### src/rtl/game_pkg.sv
// Shared game-side constants: coordinate/colour widths, background colour,
// screen extents and the region scanner state encoding.
package game_pkg;

    localparam int X_WIDTH      = 8;
    localparam int Y_WIDTH      = 7;
    localparam int COLOUR_WIDTH = 3;

    localparam logic [COLOUR_WIDTH-1:0] BG_COLOUR = '0;

    localparam int SCREEN_W = 160;
    localparam int SCREEN_H = 120;

    typedef enum logic [1:0] {
        ST_IDLE  = 2'd0,
        ST_SCAN  = 2'd1,
        ST_DRAIN = 2'd2,
        ST_DONE  = 2'd3
    } scan_state_e;

endpackage

### src/rtl/raster_counter.sv
// Bounded x/y raster address generator: load seeds the bounds and the start
// corner, advance steps in raster order, last flags the bottom-right corner.
module raster_counter #(
    parameter int XW = 8,
    parameter int YW = 7
) (
    input  logic          clk,
    input  logic          rst_n,
    input  logic          load_i,
    input  logic          clr_i,
    input  logic          adv_i,
    input  logic [XW-1:0] lo_x_i,
    input  logic [XW-1:0] hi_x_i,
    input  logic [YW-1:0] lo_y_i,
    input  logic [YW-1:0] hi_y_i,
    output logic [XW-1:0] x_o,
    output logic [YW-1:0] y_o,
    output logic          last_o
);

    logic [XW-1:0] x_q, x_d;
    logic [YW-1:0] y_q, y_d;
    logic [XW-1:0] lo_x_q, lo_x_d;
    logic [XW-1:0] hi_x_q, hi_x_d;
    logic [YW-1:0] hi_y_q, hi_y_d;

    always_ff @(posedge clk or negedge rst_n) begin
        if (!rst_n) begin
            x_q    <= '0;
            y_q    <= '0;
            lo_x_q <= '0;
            hi_x_q <= '0;
            hi_y_q <= '0;
        end else begin
            x_q    <= x_d;
            y_q    <= y_d;
            lo_x_q <= lo_x_d;
            hi_x_q <= hi_x_d;
            hi_y_q <= hi_y_d;
        end
    end

    // Compare against the upper bound before incrementing so all-ones bounds never wrap.
    always_comb begin
        x_d    = x_q;
        y_d    = y_q;
        lo_x_d = lo_x_q;
        hi_x_d = hi_x_q;
        hi_y_d = hi_y_q;
        if (load_i) begin
            x_d    = lo_x_i;
            y_d    = lo_y_i;
            lo_x_d = lo_x_i;
            hi_x_d = hi_x_i;
            hi_y_d = hi_y_i;
        end else if (clr_i) begin
            x_d = '0;
            y_d = '0;
        end else if (adv_i) begin
            if (x_q == hi_x_q) begin
                x_d = lo_x_q;
                y_d = y_q + YW'(1);
            end else begin
                x_d = x_q + XW'(1);
            end
        end
    end

    assign x_o    = x_q;
    assign y_o    = y_q;
    assign last_o = (x_q == hi_x_q) && (y_q == hi_y_q);

endmodule

### src/rtl/region_scanner.sv
// Scans a rectangle of the shadow framebuffer one read per cycle and reports
// first non-background pixel and the saturating count of such pixels.
module region_scanner #(
    parameter int X_WIDTH      = game_pkg::X_WIDTH,
    parameter int Y_WIDTH      = game_pkg::Y_WIDTH,
    parameter int COLOUR_WIDTH = game_pkg::COLOUR_WIDTH,
    parameter int READ_LATENCY = 1,
    parameter logic [COLOUR_WIDTH-1:0] BG_COLOUR = game_pkg::BG_COLOUR
) (
    input  logic                     clock,
    input  logic                     reset_n,
    input  logic                     start,
    input  logic [X_WIDTH-1:0]       lowerXBound,
    input  logic [X_WIDTH-1:0]       upperXBound,
    input  logic [Y_WIDTH-1:0]       lowerYBound,
    input  logic [Y_WIDTH-1:0]       upperYBound,
    output logic [X_WIDTH-1:0]       rdX,
    output logic [Y_WIDTH-1:0]       rdY,
    output logic                     rdEn,
    input  logic [COLOUR_WIDTH-1:0]  rdColour,
    output logic                     done,
    output logic                     hit,
    output logic [X_WIDTH-1:0]       hitX,
    output logic [Y_WIDTH-1:0]       hitY,
    output logic [X_WIDTH+Y_WIDTH:0] hitCount
);

    import game_pkg::*;

    localparam int CW = X_WIDTH + Y_WIDTH + 1;
    localparam logic [1:0] DRAIN_LAST = 2'(READ_LATENCY - 1);

    scan_state_e         state_q, state_d;
    logic                rd_en_q, rd_en_d;
    logic                done_q, done_d;
    logic                empty_q, empty_d;
    logic [1:0]          drain_q, drain_d;
    logic                hit_q, hit_d;
    logic [X_WIDTH-1:0]  hit_x_q, hit_x_d;
    logic [Y_WIDTH-1:0]  hit_y_q, hit_y_d;
    logic [CW-1:0]       hit_cnt_q, hit_cnt_d;

    logic                ctr_load, ctr_clr, ctr_adv, ctr_last;
    logic                start_empty;

    logic                pipe_v_q [READ_LATENCY];
    logic [X_WIDTH-1:0]  pipe_x_q [READ_LATENCY];
    logic [Y_WIDTH-1:0]  pipe_y_q [READ_LATENCY];

    raster_counter #(
        .XW (X_WIDTH),
        .YW (Y_WIDTH)
    ) u_raster (
        .clk    (clock),
        .rst_n  (reset_n),
        .load_i (ctr_load),
        .clr_i  (ctr_clr),
        .adv_i  (ctr_adv),
        .lo_x_i (lowerXBound),
        .hi_x_i (upperXBound),
        .lo_y_i (lowerYBound),
        .hi_y_i (upperYBound),
        .x_o    (rdX),
        .y_o    (rdY),
        .last_o (ctr_last)
    );

    assign start_empty = (lowerXBound > upperXBound) || (lowerYBound > upperYBound);

    // Coordinates travel with each read so returns can be attributed; start kills in-flight entries.
    always_ff @(posedge clock or negedge reset_n) begin
        if (!reset_n) begin
            for (int i = 0; i < READ_LATENCY; i++) begin
                pipe_v_q[i] <= 1'b0;
                pipe_x_q[i] <= '0;
                pipe_y_q[i] <= '0;
            end
        end else begin
            pipe_v_q[0] <= rd_en_q & ~start;
            pipe_x_q[0] <= rdX;
            pipe_y_q[0] <= rdY;
            for (int i = 1; i < READ_LATENCY; i++) begin
                pipe_v_q[i] <= pipe_v_q[i-1] & ~start;
                pipe_x_q[i] <= pipe_x_q[i-1];
                pipe_y_q[i] <= pipe_y_q[i-1];
            end
        end
    end

    always_ff @(posedge clock or negedge reset_n) begin
        if (!reset_n) begin
            state_q   <= ST_IDLE;
            rd_en_q   <= 1'b0;
            done_q    <= 1'b1;
            empty_q   <= 1'b0;
            drain_q   <= '0;
            hit_q     <= 1'b0;
            hit_x_q   <= '0;
            hit_y_q   <= '0;
            hit_cnt_q <= '0;
        end else begin
            state_q   <= state_d;
            rd_en_q   <= rd_en_d;
            done_q    <= done_d;
            empty_q   <= empty_d;
            drain_q   <= drain_d;
            hit_q     <= hit_d;
            hit_x_q   <= hit_x_d;
            hit_y_q   <= hit_y_d;
            hit_cnt_q <= hit_cnt_d;
        end
    end

    always_comb begin
        state_d   = state_q;
        rd_en_d   = 1'b0;
        done_d    = done_q;
        empty_d   = empty_q;
        drain_d   = drain_q;
        hit_d     = hit_q;
        hit_x_d   = hit_x_q;
        hit_y_d   = hit_y_q;
        hit_cnt_d = hit_cnt_q;
        ctr_load  = 1'b0;
        ctr_clr   = 1'b0;
        ctr_adv   = 1'b0;

        if (start) begin
            state_d   = ST_SCAN;
            ctr_load  = 1'b1;
            empty_d   = start_empty;
            rd_en_d   = ~start_empty;
            done_d    = 1'b0;
            drain_d   = '0;
            hit_d     = 1'b0;
            hit_x_d   = '0;
            hit_y_d   = '0;
            hit_cnt_d = '0;
        end else begin
            if (pipe_v_q[READ_LATENCY-1] && (rdColour != BG_COLOUR)) begin
                if (hit_cnt_q != '1) begin
                    hit_cnt_d = hit_cnt_q + CW'(1);
                end
                if (!hit_q) begin
                    hit_d   = 1'b1;
                    hit_x_d = pipe_x_q[READ_LATENCY-1];
                    hit_y_d = pipe_y_q[READ_LATENCY-1];
                end
            end

            case (state_q)
                ST_SCAN: begin
                    if (empty_q) begin
                        state_d = ST_DONE;
                        done_d  = 1'b1;
                        ctr_clr = 1'b1;
                    end else if (ctr_last) begin
                        state_d = ST_DRAIN;
                        drain_d = '0;
                        ctr_clr = 1'b1;
                    end else begin
                        ctr_adv = 1'b1;
                        rd_en_d = 1'b1;
                    end
                end
                ST_DRAIN: begin
                    if (drain_q == DRAIN_LAST) begin
                        state_d = ST_DONE;
                        done_d  = 1'b1;
                    end else begin
                        drain_d = drain_q + 2'd1;
                    end
                end
                default: begin
                end
            endcase
        end
    end

    assign rdEn     = rd_en_q;
    assign done     = done_q;
    assign hit      = hit_q;
    assign hitX     = hit_x_q;
    assign hitY     = hit_y_q;
    assign hitCount = hit_cnt_q;

endmodule

### config.mk
export PLATFORM = sky130hd
export DESIGN_NAME = region_scanner
export DESIGN_NICKNAME = d
export VERILOG_FILES = /design/src/rtl/game_pkg.sv /design/src/rtl/raster_counter.sv /design/src/rtl/region_scanner.sv
export SDC_FILE = /design/constraint.sdc
export NUM_CORES = 1
export LEC_CHECK = 0
export ABC_AREA = 1
export BUFFER_PORTS_ARGS = -buffer_cell sky130_fd_sc_hd__clkbuf_2
export CAP_MARGIN = 0
export CORE_UTILIZATION = 51
export CTS_CLUSTER_DIAMETER = 80
export CTS_CLUSTER_SIZE = 14
export DETAILED_ROUTE_END_ITERATION = 8
export GPL_TIMING_DRIVEN = 0
export HOLD_SLACK_MARGIN = 0.03
export PLACE_DENSITY = 0.76
export REMOVE_ABC_BUFFERS = 1
export SYNTH_ARGS = -nofsm -noshare
export SYNTH_HDL_FRONTEND = slang
export SYNTH_HIERARCHICAL = 1
export SYNTH_SLANG_ARGS = --single-unit
### constraint.sdc
create_clock -name clock -period 2.6 [get_ports clock]
set_clock_uncertainty 0.15 [all_clocks]
set_input_delay 0.65 -clock clock [delete_from_list [all_inputs] [get_ports clock]]
set_output_delay 0.65 -clock clock [all_outputs]
set_load 0.05 [all_outputs]
After elaboration in Yosys (flattened, before gate mapping)
Index checks and enable logic that the tools add are counted.
{"block": "classes", "add_sub_neg": 4, "n_lt_le_gt_ge": 2, "eq_ne": 12, "n_mux": 43, "n_bitwise": 3, "reduce_logical": 16}
{"operator": "8-bit two-way mux", "count": 7}
{"operator": "7-bit two-way mux", "count": 7}
{"operator": "16-bit two-way mux", "count": 3}
{"operator": "16-bit by 1-bit adder with 16-bit output, second input constant", "count": 1}
{"operator": "2-bit two-way mux", "count": 8}
{"operator": "16-bit inequality test, second input constant", "count": 1}
{"operator": "1-bit two-way mux", "count": 15}
{"operator": "3-bit inequality test, second input constant", "count": 5}
{"operator": "3-bit nonzero test", "count": 4}
{"operator": "8-bit by 1-bit adder with 8-bit output, second input constant", "count": 1}
{"operator": "8-bit == test", "count": 1}
{"operator": "8-bit greater-than comparator", "count": 1}
{"operator": "2-bit one-hot mux with 2 select lines", "count": 2}
{"operator": "7-bit by 1-bit adder with 7-bit output, second input constant", "count": 1}
{"operator": "7-bit == test", "count": 1}
{"operator": "7-bit greater-than comparator", "count": 1}
{"operator": "2-bit AND reduction", "count": 3}
{"operator": "3-bit AND reduction", "count": 2}
{"operator": "4-bit inequality test, second input constant", "count": 1}
{"operator": "4-bit AND reduction", "count": 1}
{"operator": "2-bit nonzero test", "count": 2}
{"operator": "2-bit by 1-bit adder with 2-bit output, second input constant", "count": 1}
{"operator": "2-bit by 1-bit == test with 1-bit output, second input constant", "count": 1}
{"operator": "2-bit == test, second input constant", "count": 1}
{"operator": "other kinds (7)", "count": 9}
{"block": "totals", "register_bits": 93, "output_inout_bits": 49}

Logic depth before layout (Yosys ltp)
Gate-level depths: netlist of run 1.
{"block": "logic_depth", "depth_word": 9, "mapped_depth": 17, "depth_no_buf": 16}

Hierarchy
Netlist of run 1, hierarchy kept.
{"module": "region_scanner", "instances": 1, "cells_each": 336, "area_per_inst_um2": 2816.5, "seq_area_each_um2": 1377.6}
{"module": "raster_counter", "instances": 1, "cells_each": 288, "area_per_inst_um2": 2173.3, "seq_area_each_um2": 950.9}

Worst setup path after synthesis of run 1
Ideal clock, no wire load.
{"block": "synth_timing", "path_type": "register to register", "from": "register u_raster.x_q[2], in the netlist u_raster/x_o[2]", "to": "register u_raster.y_q[0], in the netlist u_raster/y_o[0]", "setup_time_ns": 0.124, "t_arrival_ns": 2.694, "path_slack_ns": -0.368, "stages_incl_launch_ff": 17, "path_buffers": 2, "synth_period_minus_slack_ns": 2.968, "path_cell_list": "dfrtp_1 > buf_6 > xnor2_2 > nand2_2 > nor2_2 > nand2_1 > buf_6 > nor4_1 > nor2_1 > nor3_1 > nor2_8 > inv_2 > nor2_8 > inv_4 > nand2_4 > nand2_1 > o21ai_1"}
{"block": "synth_between", "elab_chain_len": 8}
{"element": "start, declared", "line": "raster_counter.sv:21", "rtl": "logic [XW-1:0] x_q, x_d;"}
{"element": "start signal, assigned", "line": "raster_counter.sv:29", "rtl": "x_q <= '0;"}
{"element": "start signal, assigned", "line": "raster_counter.sv:35", "rtl": "x_q <= x_d;"}
{"element": "8-bit == test (*)", "line": "raster_counter.sv:71", "rtl": "assign last_o = (x_q == hi_x_q) && (y_q == hi_y_q);"}
{"element": "1-bit logical AND (*)", "line": "raster_counter.sv:71"}
{"element": "named net ctr_last", "line": "region_scanner.sv:43", "rtl": "logic ctr_load, ctr_clr, ctr_adv, ctr_last;"}
{"element": "1-bit two-way mux (*)", "line": "region_scanner.sv:157", "rtl": "end else if (ctr_last) begin"}
{"element": "1-bit two-way mux (*)", "line": "region_scanner.sv:153", "rtl": "if (empty_q) begin"}
{"element": "1-bit two-way mux (*)", "line": "region_scanner.sv:151", "rtl": "case (state_q)"}
{"element": "1-bit two-way mux (*)", "line": "region_scanner.sv:128", "rtl": "if (start) begin"}
{"element": "named net ctr_clr", "line": "region_scanner.sv:43"}
{"element": "3-bit nonzero test (no source line) / 7-bit two-way mux (equally long branches)"}
{"element": "2-bit AND reduction (no source line) / 7-bit two-way mux (equally long branches)"}
{"element": "end signal, assigned", "line": "raster_counter.sv:36", "rtl": "y_q <= y_d;"}
{"element": "end, declared", "line": "raster_counter.sv:22", "rtl": "logic [YW-1:0] y_q, y_d;"}
Mark *: on every way through the listed nets, which the timed path passes. The rest lies on a longest branch.
A chain may end at the register's enable or synchronous reset.

Final worst setup path of run 1
{"block": "layout_timing", "from": "register u_raster.y_q[5], in the netlist u_raster/y_o[5]", "to": "register u_raster.y_q[1], in the netlist u_raster/y_o[1]"}
{"block": "layout_between", "elab_chain_len": 8}
{"element": "7-bit == test (*)", "line": "raster_counter.sv:71"}
{"element": "1-bit logical AND (*)", "line": "raster_counter.sv:71"}
{"element": "named net ctr_last", "line": "region_scanner.sv:43"}
{"element": "1-bit two-way mux (*)", "line": "region_scanner.sv:157"}
{"element": "1-bit two-way mux (*)", "line": "region_scanner.sv:153"}
{"element": "1-bit two-way mux (*)", "line": "region_scanner.sv:151"}
{"element": "1-bit two-way mux (*)", "line": "region_scanner.sv:128"}
{"element": "named net ctr_clr", "line": "region_scanner.sv:43"}
{"element": "3-bit nonzero test (no source line) / 7-bit two-way mux (equally long branches)"}
{"element": "2-bit AND reduction (no source line) / 7-bit two-way mux (equally long branches)"}
Marks and branches as above.

==> metrics.md, run 1 <==
| Metric | Value |
|---|---|
| Outcome | finished, final reports clean |
| Core Util, Final | roughly 63% |
| Maxcap violations | 0 |
| Vias per cell | 5.14 |
| Drt initial violations | 181 |
| Area growth, synth to finish | 17.5% |
| Crit-path max FO | 10 |
| Combinational share of power | between 30% and 40% |
| Share of cells above drive strength 1 | 21.3% |
| Worst min path class | input port to async pin |
| Die Y | 101 um |
| Internal power | approximately 2.7 mW |
| Syn Inst Count | around 620 |
| Largest net degree at the start of global routing | 64 |
| Crit. End Element | register |
| Reg clk slew, reported paths | ~0.090 ns |
| Clock root cell | clkbuf_8 |
| Final hold vios | 0 |
| CTS Buffer Depth | 2 |
| Wire per inst | 13.2 um |
| Vias in the first global route | 4,237 |
| Slew of the pin with the lowest slew margin | 0.704 ns |
| IO Pins | 85 |
| Die Area | ~10,000 um^2 |
| Fmax | 0.402 GHz |
| Via count | 4,357 |
| Initial core utilization | 53.2% |
| PwrDens | around 750 nW/um^2 |
| Worst VDD drop | 393 uV |
| FP Rows | 35 |
| Worst Path Required | between 2 and 3 ns |
| Reg-to-Reg Start | u_raster/y_o[5]$_DFFE_PN0P_ |
| Post-route cell area | 5860 um^2 |
| DRT antenna net count | 0 |
| Total gr overflow | 0 |
| YS warnings | 6 |
| Sw frac | ~39% |
| TritonCTS clock tree | done |
| Number of buffers created by CTS | 9 |
| Final worst-path cycle share | 95.7% |
| Tmin final | ~2.5 ns |
| Antenna violations before repair | 0 |
| DR pass1 iterations | 6 |
| Seq/Total Area, Yosys | 46.7% |
| Drt drc | 0 |
| CORE AREA | 9370 um^2 |
| #FFs+latches synth | 93 |
| Antenna Diode Count | 0 |
| Number of port buffers | between 80 and 90 |
| Post-synthesis cell area | about 5000 um^2 |
| Detailed Route WL | about 11,000 um |
| RSZ-0062 raised after global routing | no |
| Synth cell types | 38 |
| R2r endpoint | u_raster/y_o[1]$_DFFE_PN0P_ |
| Hold-fix buffers at CTS | 0 |
| Layout Nets | 768 |
| Clock share of power | roughly a quarter |
| GRT Total Usage | about a quarter |
| Seq pwr share | 43.4% |
| Top area cells in the synthesized netlist | dfrtp_1, nand2_1, inv_1 |
| Die W | 101 um |
| Fillers | 847 |
| R2R cell count | 12 |
| RePlAce Congestion | between 0.8 and 0.9 |
| Critical path class | register to register |
| R2r setup slk | between 0.1 and 0.15 ns |
| H-Tree Depth | 3 |
| # setup viols final | 0 |
| Hold_ws | about 0.18 ns |
| Overall Power | 4.38 mW |
| Arr. time, crit path | 2.57 ns |
| Worst skew pair latency | around 0.36 ns |
| CP Launch Type | register |
| Cell accounting for the most synthesized area | dfrtp_1 |
| Pleak | between 3 and 4 nW |
| Hpwl dp | 7840 um |
| Clk sinks | 93 |
| First-pass GRT wire length | roughly 19,000 um |
| Max-slew violations | 0 |
| Area after DPL | 5520 um^2 |
| Post-synth top area share | 46.1% |
| Switching power | 1.72 mW |
| Relative slew slack | between 50 and 60% |
| Mean Syn Cell Area | between 7 and 8 um^2 |
how the worst max path moves through the flow:
stage | from | end | slack (ns) | cells past startpoint
2_1_floorplan | u_raster/x_o[2]$_DFFE_PN0P_ | u_raster/y_o[0]$_DFFE_PN0P_ | -0.44 | 14
3_3_place_gp | start | hitX[2]$_DFFE_PN0P_ | -1.30 | 5
3_5_place_dp | u_raster/x_o[0]$_DFFE_PN0P_ | u_raster/y_o[1]$_DFFE_PN0P_ | -0.85 | 16
4_1_cts | u_raster/x_o[6]$_DFFE_PN0P_ | u_raster/y_o[1]$_DFFE_PN0P_ | 0.06 | 14
5_1_grt | u_raster/x_o[5]$_DFFE_PN0P_ | u_raster/y_o[0]$_DFFE_PN0P_ | 0.02 | 16
6_report | u_raster/y_o[5]$_DFFE_PN0P_ | u_raster/y_o[1]$_DFFE_PN0P_ | 0.11 | 12
cell usage after synthesis, drive strengths merged:
cell / n
o22ai: 1
o21ai: 53
xor2: 10
nand2: 184
nand4: 9
inv: 89
dfstp: 1
ha: 19
nor3: 5
buf: 11
nand3b: 1
a32oi: 1
mux2i: 1
dfrtp: 92
nor4: 1
nor2: 40
or2: 3
a22oi: 2
o21a: 1
xnor2: 11
clkbuf: 6
clkinv: 1
nand3: 54
a21oi: 28
per-stage QoR:
| step | instances | setup WS, ns | setup TNS [ns] |
|---|---|---|---|
| after floorplan | 607 | -0.443 | -6.41 |
| after global placement | 820 | -1.30 | -70.59 |
| after detailed placement | 822 | -0.854 | -28.79 |
| after CTS | 847 | 0.0644 | 0 |
| after global routing | 847 | 0.0249 | 0 |
| final | 847 | 0.111 | 0 |
cell families after synthesis:
logic type / Yosys count / synth area share [%]
multiplexers: 1 / 0.201
flip-flops: 93 / 46.7
adder cells (fa/ha/maj): 19 / 4.76
AO/OA/AOI/OAI: 86 / 9.48
AND/OR/NAND/NOR: 297 / 26.2
XOR/XNOR: 21 / 3.84
buffers and inverters: 107 / 8.85
power by group through the flow:
stage | clock network, mW | logic [mW] | registers, mW
after floorplan | 0 | 0.550 | 2.31
after CTS | 1.09 | 1.40 | 1.89
final | 1.07 | 1.41 | 1.90
after global routing | 1.15 | 1.54 | 1.93
after detailed placement | 0 | 1.33 | 1.93
after global placement | 0 | 1.29 | 1.92
critical path, stage by stage, from the launching register on:
cell and delay [ns]:
dfrtp_2 0.48, xnor2_1 0.24, nand3_1 0.17, nor4_4 0.34, nor2_1 0.13, nor3_4 0.27, nor2_8 0.07, inv_4 0.11
nor2_8 0.06, inv_6 0.13, nand2_4 0.10, nand2_1 0.07, o21ai_1 0.07
flip-flops by register name, summed over array words and instances, names as in the netlist, 8 cells and up:
register / flops
u_raster/hi_x_q: 8
hitX: 8
hitCount: 16
pipe_x_q: 8
u_raster/x_o: 8
u_raster/lo_x_q: 8
cells in the final DEF (no fill, tap or decap), types with 4 or more instances in the layout:
cell type / count
nand2_1: 180
dfrtp_1: 84
inv_1: 83
clkbuf_2: 82
nand3_1: 51
o21ai_0: 43
nor2_1: 33
a21oi_1: 27
ha_1: 19
xor2_1: 10
xnor2_1: 10
clkbuf_8: 10
nand4_1: 9
buf_4: 9
dfrtp_2: 8
o21ai_2: 6
nor2_2: 5
inv_2: 4
o21ai_1: 4
area by class of cell:
cell class	instances	area, um^2	share of cell area, %
multi-input cells	424	2260	38.5
clock inverters	5	83.8	1.43
clock buffers	11	141	2.41
inverters	90	345	5.89
repair buffers	95	536	9.13
well taps	129	161	2.75
flip-flops and latches	93	2340	39.9
routing by layer:
layer	wire length, um	part of all wire (%)	GRT usage, %
met5	0	0	0
met4	308	2.7	10.4
met3	503	4.5	3.19
met2	5510	49	42.1
met1	4890	44	29.7
what timing repair did:
action                                  in CTS  in global routing
setup buffers                                9                  0
gates resized for setup                     14                  3
endpoints found under the setup margin      35                 14
pin swaps                                    4                  3
Power figures use the tool's default switching activity.
==> inputs of run 2 (changes only) <==
--- a/config.mk
+++ b/config.mk
@@ -8,13 +8,15 @@
 export ABC_AREA = 1
 export BUFFER_PORTS_ARGS = -buffer_cell sky130_fd_sc_hd__clkbuf_2
 export CAP_MARGIN = 0
-export CORE_UTILIZATION = 51
+export CELL_PAD_IN_SITES_DETAIL_PLACEMENT = 0
+export CELL_PAD_IN_SITES_GLOBAL_PLACEMENT = 2
+export CORE_UTILIZATION = 30
 export CTS_CLUSTER_DIAMETER = 80
 export CTS_CLUSTER_SIZE = 14
 export DETAILED_ROUTE_END_ITERATION = 8
 export GPL_TIMING_DRIVEN = 0
 export HOLD_SLACK_MARGIN = 0.03
-export PLACE_DENSITY = 0.76
+export PLACE_DENSITY_LB_ADDON = 0.1
 export REMOVE_ABC_BUFFERS = 1
 export SYNTH_ARGS = -nofsm -noshare
 export SYNTH_HDL_FRONTEND = slang
==> metrics.md, run 2 (same netlist as run 1, synthesis figures left out) <==
| Metric | Value |
|---|---|
| Layout Nets | 768 (unchanged) |
| Number of buffers created by CTS | 9 (unchanged) |
| Worst min path class | input port to async pin |
| CTS Buffer Depth | 2 (unchanged) |
| Most frequent cells in the layout | nand2_1, dfrtp_1, inv_1 |
| Antenna Diode Count | 0 (unchanged) |
| Delay of the slowest critical-path stage | 0.48 ns (about the same) |
| Tmin final | 2.44 ns (-0.0467 ns) |
| Crit path depth | 10 (-2) |
| Critical Path Start | u_raster/y_o[2]$_DFFE_PN0P_ |
| Max FFs per register | 16 (unchanged) |
| Most common cell after layout, fill and taps aside | nand2_1 |
| Slew of the pin with the lowest slew margin | 0.705 ns (+0.000824 ns) |
| Initial core utilization | 31.1% (-22 points) |
| DRT antenna net count | 0 (unchanged) |
| Vias per cell | 4.47 (-13%) |
| Final hold vios | 0 (unchanged) |
| IO Pins | 85 (unchanged) |
| Worst-path cell chain | xnor2_1, nand3_1, nor4_4, nor2_1, nor3_4, nor2_8, buf_12, a21oi_4, nand2_1, o21ai_1 |
| Worst Path Required | 2.72 ns (+0.03 ns) |
| Worst skew pair latency | 0.35 ns (about the same) |
| Fmax | 0.409 GHz (+1.9%) |
| Detailed Route WL | 12,800 um (+14%) |
| TritonCTS clock tree | done |
| Worst VDD drop | 330 uV (-16%) |
| Wire per inst | 13.7 um (+3.7%) |
| Pleak | 3.09 nW (+1.6%) |
| Reg clk slew, reported paths | 0.07 ns (-0.02 ns) |
| Total gr overflow | 0 (unchanged) |
| Clk sinks | 93 (unchanged) |
| DR pass1 iterations | 4 (-2) |
| Final worst-path cycle share | 93.9% (-1.8 points) |
| FP Rows | 46 (+31%) |
| RePlAce Congestion | 0.774 (-12%) |
| Share of cells above drive strength 1 | 21.5% (+0.17 points) |
| Number of port buffers | 84 (unchanged) |
| R2R cell count | 10 (-2) |
| Vias in the first global route | 4,052 (-4.4%) |
| Drt drc | 0 (unchanged) |
| Core Util, Final | 37.8% (-25 points) |
| H-Tree Depth | 3 (unchanged) |
| Largest net degree at the start of global routing | 64 (unchanged) |
| # setup viols final | 0 (unchanged) |
| Antenna violations before repair | 0 (unchanged) |
| WP buf/inv | 1 (-1) |
| Critical path class | register to register |
| Clock root cell | clkbuf_16 |
| Via count | 4,173 (-4.2%) |
| Area growth, synth to finish | 21.6% |
| Hold-fix buffers at CTS | 0 (unchanged) |
| Max stage delay cell, worst path | dfrtp_1 |
| Reg-to-Reg Start | u_raster/y_o[2]$_DFFE_PN0P_ |
| CP Launch Type | register |
| Crit-path max FO | 12 (+2) |
| First-pass GRT wire length | 20,800 um (+9.4%) |
| Maxcap violations | 0 (unchanged) |
| Crit. End Element | register |
| Hpwl dp | 8940 um (+14%) |
| Max-slew violations | 0 (unchanged) |
| Die W | 131 um (+30%) |
| Relative slew slack | 53.0% (-0.055 points) |
| Arr. time, crit path | 2.56 ns (about the same) |
| PwrDens | 765 nW/um^2 (+2.4%) |
| Die Area | 17,200 um^2 (+68%) |
| Outcome | finished, final reports clean |
| Overall Power | 4.64 mW (+6.0%) |
| Crit-path leading delay family | simple AND/OR/NAND/NOR gates |
| CORE AREA | 16,100 um^2 (+71%) |
| Drt initial violations | 152 (-16%) |
| GRT Total Usage | 16.1% (-7.9 points) |
| Die Y | 131 um (+30%) |
run 2: cell count changes in the layout (fill, tap and decap cells not counted), sizes merged:
| cell | previous run | this run |
|---|---|---|
| clkbuf | 95 | 92 |
| buf | 11 | 12 |
| bufinv | 2 | 1 |
| clkinv | 1 | 3 |
run 2: stage by stage:
stage	std cells	TNS, ns	area [um^2]	setup WS (ns)	hold WS (ns)
6_report	933	0	6070	0.158	0.201
2_1_floorplan	607	-6.41	4890	-0.443	0.204
3_3_place_gp	907	-115.87	5580	-1.86	0.314
5_1_grt	933	-0.00196	6070	-0.00196	0.241
4_1_cts	930	-0.00546	6020	-0.00546	0.221
3_5_place_dp	909	-44.15	5630	-1.01	0.316
run 2: report_power, final:
group / internal, mW / switching (mW) / leakage (nW)
registers: 1.68 / 0.219 / 1.17
logic: 0.413 / 0.999 / 1.78
clock network: 0.740 / 0.585 / 0.138
run 2: final timing paths:
path	end	slack (ns)
min reg2reg	done$_DFFE_PN1P_	0.32
max	u_raster/y_o[4]$_DFFE_PN0P_	0.16
max reg2reg	u_raster/y_o[4]$_DFFE_PN0P_	0.16
max in group asynchronous	done$_DFFE_PN1P_	1.35
min	hitY[4]$_DFFE_PN0P_	0.20
min in group clock	done$_DFFE_PN1P_	0.32
run 2: final cells by class:
type,count,area [um^2]
multi-input cells,424,2270
flip-flops and latches,93,2340
repair buffers,95,548
inverters,90,348
fillers,1733,9990
clock buffers,9,225
well taps,216,270
clock inverters,6,63.8
run 2: timing repair:
action / 4_1_cts / 5_1_grt
pin swaps: 4 / 4
setup endpoints to repair: 62 / 18
gates resized for setup: 13 / 7
buffers inserted: 6 / 3
endpoints found under the hold margin: 0 / 0
run 2: routing by layer:
layer  vias to the layer above  wire length, um  GRT usage [%]  share of wire (%)
met5                         -                0              0                  0
met4                         0              150           5.48                1.2
met3                        10              467           2.57                3.6
met2                        73             6220           27.7                 49
met1                      1937             5970           20.6                 47
li1                       2153                -              -                  -
==> inputs of run 3 (changes only) <==
--- a/config.mk
+++ b/config.mk
@@ -5,12 +5,11 @@
 export SDC_FILE = /design/constraint.sdc
 export NUM_CORES = 1
 export LEC_CHECK = 0
-export ABC_AREA = 1
 export BUFFER_PORTS_ARGS = -buffer_cell sky130_fd_sc_hd__clkbuf_2
 export CAP_MARGIN = 0
 export CELL_PAD_IN_SITES_DETAIL_PLACEMENT = 0
 export CELL_PAD_IN_SITES_GLOBAL_PLACEMENT = 2
-export CORE_UTILIZATION = 30
+export CORE_UTILIZATION = 32
 export CTS_CLUSTER_DIAMETER = 80
 export CTS_CLUSTER_SIZE = 14
 export DETAILED_ROUTE_END_ITERATION = 8
==> metrics.md, run 3 <==
| Metric | Value |
|---|---|
| Outcome | finished, final reports clean |
| Worst min path class | input port to async pin |
| Tmin final | 2.44 ns (+0.000641 ns) |
| Most frequent cells in the layout | dfrtp_1, clkbuf_2, inv_1, a21oi_1, mux2_2 |
| Detailed Route WL | 11,500 um (-10%) |
| R2r setup slk | 0.16 ns (about the same) |
| Hold_ws | 0.174 ns (-0.0261 ns) |
| Critical path class | register to register |
| IO Pins | 85 (unchanged) |
| Layout Nets | 575 (-25%) |
| Pleak | 2.70 nW (-13%) |
| Cell with the most instances after synthesis | dfrtp_1 |
| TritonCTS clock tree | done |
| Initial core utilization | 33.0% (+2.0 points) |
| Total gr overflow | 0 (unchanged) |
| Seq/Total Area, Yosys | 50.4% (+3.7 points) |
| Number of buffers created by CTS | 9 (unchanged) |
| Arr. time, crit path | 2.52 ns (-0.04 ns) |
| #FFs+latches synth | 93 (unchanged) |
| Die Area | 14,900 um^2 (-13%) |
| Drt drc | 0 (unchanged) |
| Mean Syn Cell Area | 10.9 um^2 (+37%) |
| Max-slew violations | 0 (unchanged) |
| GRT Total Usage | 16.7% (+0.61 points) |
| Cell accounting for the most synthesized area | dfrtp_1 |
| Number of synthesized flops with an enable pin | 0 (unchanged) |
| WP buf/inv | 1 (unchanged) |
| Share of cells above drive strength 1 | 33.3% (+12 points) |
| Via count | 3,581 (-14%) |
| Worst Path Required | 2.68 ns (-0.04 ns) |
| Delay of the slowest critical-path stage | 0.48 ns (about the same) |
| Post-Layout Cell Count | 705 (-24%) |
| Area after DPL | 5280 um^2 (-6.1%) |
| PwrDens | 652 nW/um^2 (-15%) |
| Number of port buffers | 84 (unchanged) |
| CP Launch Type | register |
| Post-synthesis cell area | 4620 um^2 (-7.4%) |
| Synth Flop Type | dfrtp_1 |
| Syn Inst Count | 422 (-32%) |
| Dpl ws | -1.27 ns (-0.261 ns) |
| Reg-to-Reg Start | u_raster/x_o[5]$_DFFE_PN0P_ |
| Area growth, synth to finish | 25.6% |
| Max FFs per register | 16 (unchanged) |
| Fmax | 0.409 GHz (about the same) |
| Post-route cell area | 5800 um^2 (-4.3%) |
| Crit. End Element | register |
| H-Tree Depth | 3 (unchanged) |
| Clk sinks | 93 (unchanged) |
| Final hold vios | 0 (unchanged) |
| Antenna Diode Count | 0 (unchanged) |
| Relative slew slack | 42.4% (-11 points) |
| DRT antenna net count | 0 (unchanged) |
| DR pass1 iterations | 5 (+1) |
| Overall Power | 3.78 mW (-18%) |
| Maxcap violations | 0 (unchanged) |
| Fin worst setup slack | 0.157 ns (-0.000641 ns) |
| CTS Buffer Depth | 2 (unchanged) |
| Most common cell after layout, fill and taps aside | dfrtp_1 |
| Die W | 122 um (-6.7%) |
| RSZ-0062 raised after global routing | no |
| Vias in the first global route | 3,527 (-13%) |
| CORE AREA | 14,000 um^2 (-13%) |
| Max stage delay cell, worst path | dfrtp_2 |
| Top area cells in the synthesized netlist | dfrtp_1, mux2_2, ha_1 |
| Worst-path cell chain | xnor2_1, nand4_2, or2_4, nor3_4, nor2_1, nor3_2, or2_4, buf_6, a21oi_1, o22a_1 |
| FP Rows | 43 (-6.5%) |
| Antenna violations before repair | 0 (unchanged) |
| YS warnings | 6 (unchanged) |
| Worst skew pair latency | 0.35 ns (about the same) |
| Post-synth top area share | 49.8% (+3.7 points) |
| Crit-path max FO | 12 (unchanged) |
| Asr flop ratio synth | 100% (unchanged) |
| RePlAce Congestion | 0.688 (-11%) |
| Wire per inst | 16.3 um (+19%) |
| Vias per cell | 5.08 (+14%) |
| Reg clk slew, reported paths | 0.07 ns (about the same) |
| Placed cells | 673 (-26%) |
| Largest net degree at the start of global routing | 55 (-14%) |
| Crit path depth | 10 (unchanged) |
| Synth cell types | 55 (+45%) |
| Hpwl dp | 8100 um (-9.4%) |
| Synth top cells by count | dfrtp_1, a21oi_1, inv_1, mux2_2, xnor2_1 |
| First-pass GRT wire length | 19,000 um (-8.4%) |
| Hold-fix buffers at CTS | 0 (unchanged) |
| Clock root cell | clkbuf_16 |
| Crit-path leading delay family | simple AND/OR/NAND/NOR gates |
| Worst VDD drop | 339 uV (+2.7%) |
| Drt initial violations | 202 (+33%) |
| Die Y | 122 um (-6.7%) |
| Slew of the pin with the lowest slew margin | 0.859 ns (+0.154 ns) |
| R2r endpoint | u_raster/y_o[4]$_DFFE_PN0P_ |
| # setup viols final | 0 (unchanged) |
| Final worst-path cycle share | 94.0% (about the same) |
| R2R cell count | 10 (unchanged) |
| Worst path most repeated cell | or2_4 |
## run 3: cell count changes in the layout (fill, tap and decap cells not counted), moves of 15 or more
| cell | previous run | this run |
|---|---|---|
| a22o_1 | 0 | 15 |
| nand2_1 | 179 | 17 |
| nand3_1 | 51 | 17 |
| mux2_2 | 0 | 26 |
| nor2_1 | 33 | 16 |
| inv_1 | 83 | 27 |
| o21ai_0 | 43 | 16 |
## run 3: final cells by class
type / instances / area [um^2]
repair buffers: 103 / 616
clock buffers: 10 / 229
flip-flops and latches: 93 / 2340
clock inverters: 6 / 93.8
well taps: 180 / 225
inverters: 27 / 101
fillers: 1357 / 8190
multi-input cells: 286 / 2200
## run 3: report_power, final
group | leakage, nW | internal (mW) | switching, mW
sequential | 1.18 | 1.56 | 0.113
clock | 0.154 | 0.851 | 0.575
combinational | 1.37 | 0.259 | 0.421
total | 2.70 | 2.67 | 1.11
## run 3: timing repair
item / in CTS / in global routing
endpoints found under the setup margin: 35 / 21
gates resized for setup: 16 / 5
pin swaps: 6 / 4
endpoints found under the hold margin: 0 / 0
buffers inserted: 10 / 6
## run 3: how the worst max path moves through the flow
| stage | startpoint | to | slack [ns] |
|---|---|---|---|
| detailed placement | u_raster/x_o[0]$_DFFE_PN0P_ | u_raster/y_o[4]$_DFFE_PN0P_ | -1.27 |
| global route | u_raster/x_o[7]$_DFFE_PN0P_ | u_raster/y_o[4]$_DFFE_PN0P_ | 0.003 |
| floorplan | u_raster/x_o[0]$_DFFE_PN0P_ | u_raster/y_o[4]$_DFFE_PN0P_ | -0.95 |
| CTS | u_raster/x_o[7]$_DFFE_PN0P_ | u_raster/y_o[4]$_DFFE_PN0P_ | 0.003 |
| global placement | start | u_raster/y_o[0]$_DFFE_PN0P_ | -2.04 |
| finish | u_raster/x_o[5]$_DFFE_PN0P_ | u_raster/y_o[4]$_DFFE_PN0P_ | 0.16 |
## run 3: cell families (layout without fill, tap and decap cells)
family,count (synthesis),count (layout),share of synthesized area (%)
AOI/OAI and AO/OA,99,99,14.4
and+or+nand+nor,115,115,14.8
buffers and inverters,43,146,3.60
adders and majority gates,19,19,5.14
xor gates and xnor gates,21,21,3.98
muxes,32,32,7.64
DFF,93,93,50.4
## run 3: metal layers
metal / global-route usage (%) / up-vias / part of all wire, %
met1: 23.3 / 1750 / 48
met4: 4.12 / 0 / 0.38
met2: 26.0 / 69 / 48
met5: 0 / - / 0
li1: - / 1760 / -
met3: 4.17 / 2 / 3.6
## run 3: per-stage QoR
step | utilization, % | TNS [ns]
5_1_grt | 41.5 | 0
3_3_place_gp | 37.2 | -101.08
6_report | 41.5 | 0
4_1_cts | 41.0 | 0
2_1_floorplan | - | -11.01
3_5_place_dp | 37.8 | -32.12
## run 3: worst reg2reg max path, delay by kind of cell, from the launching register on
kind | cells | cell delay, ns
simple gates | 6 | 1.08
flops | 1 | 0.48
buf+inv | 1 | 0.15
xor+xnor | 1 | 0.22
compound gates | 2 | 0.26
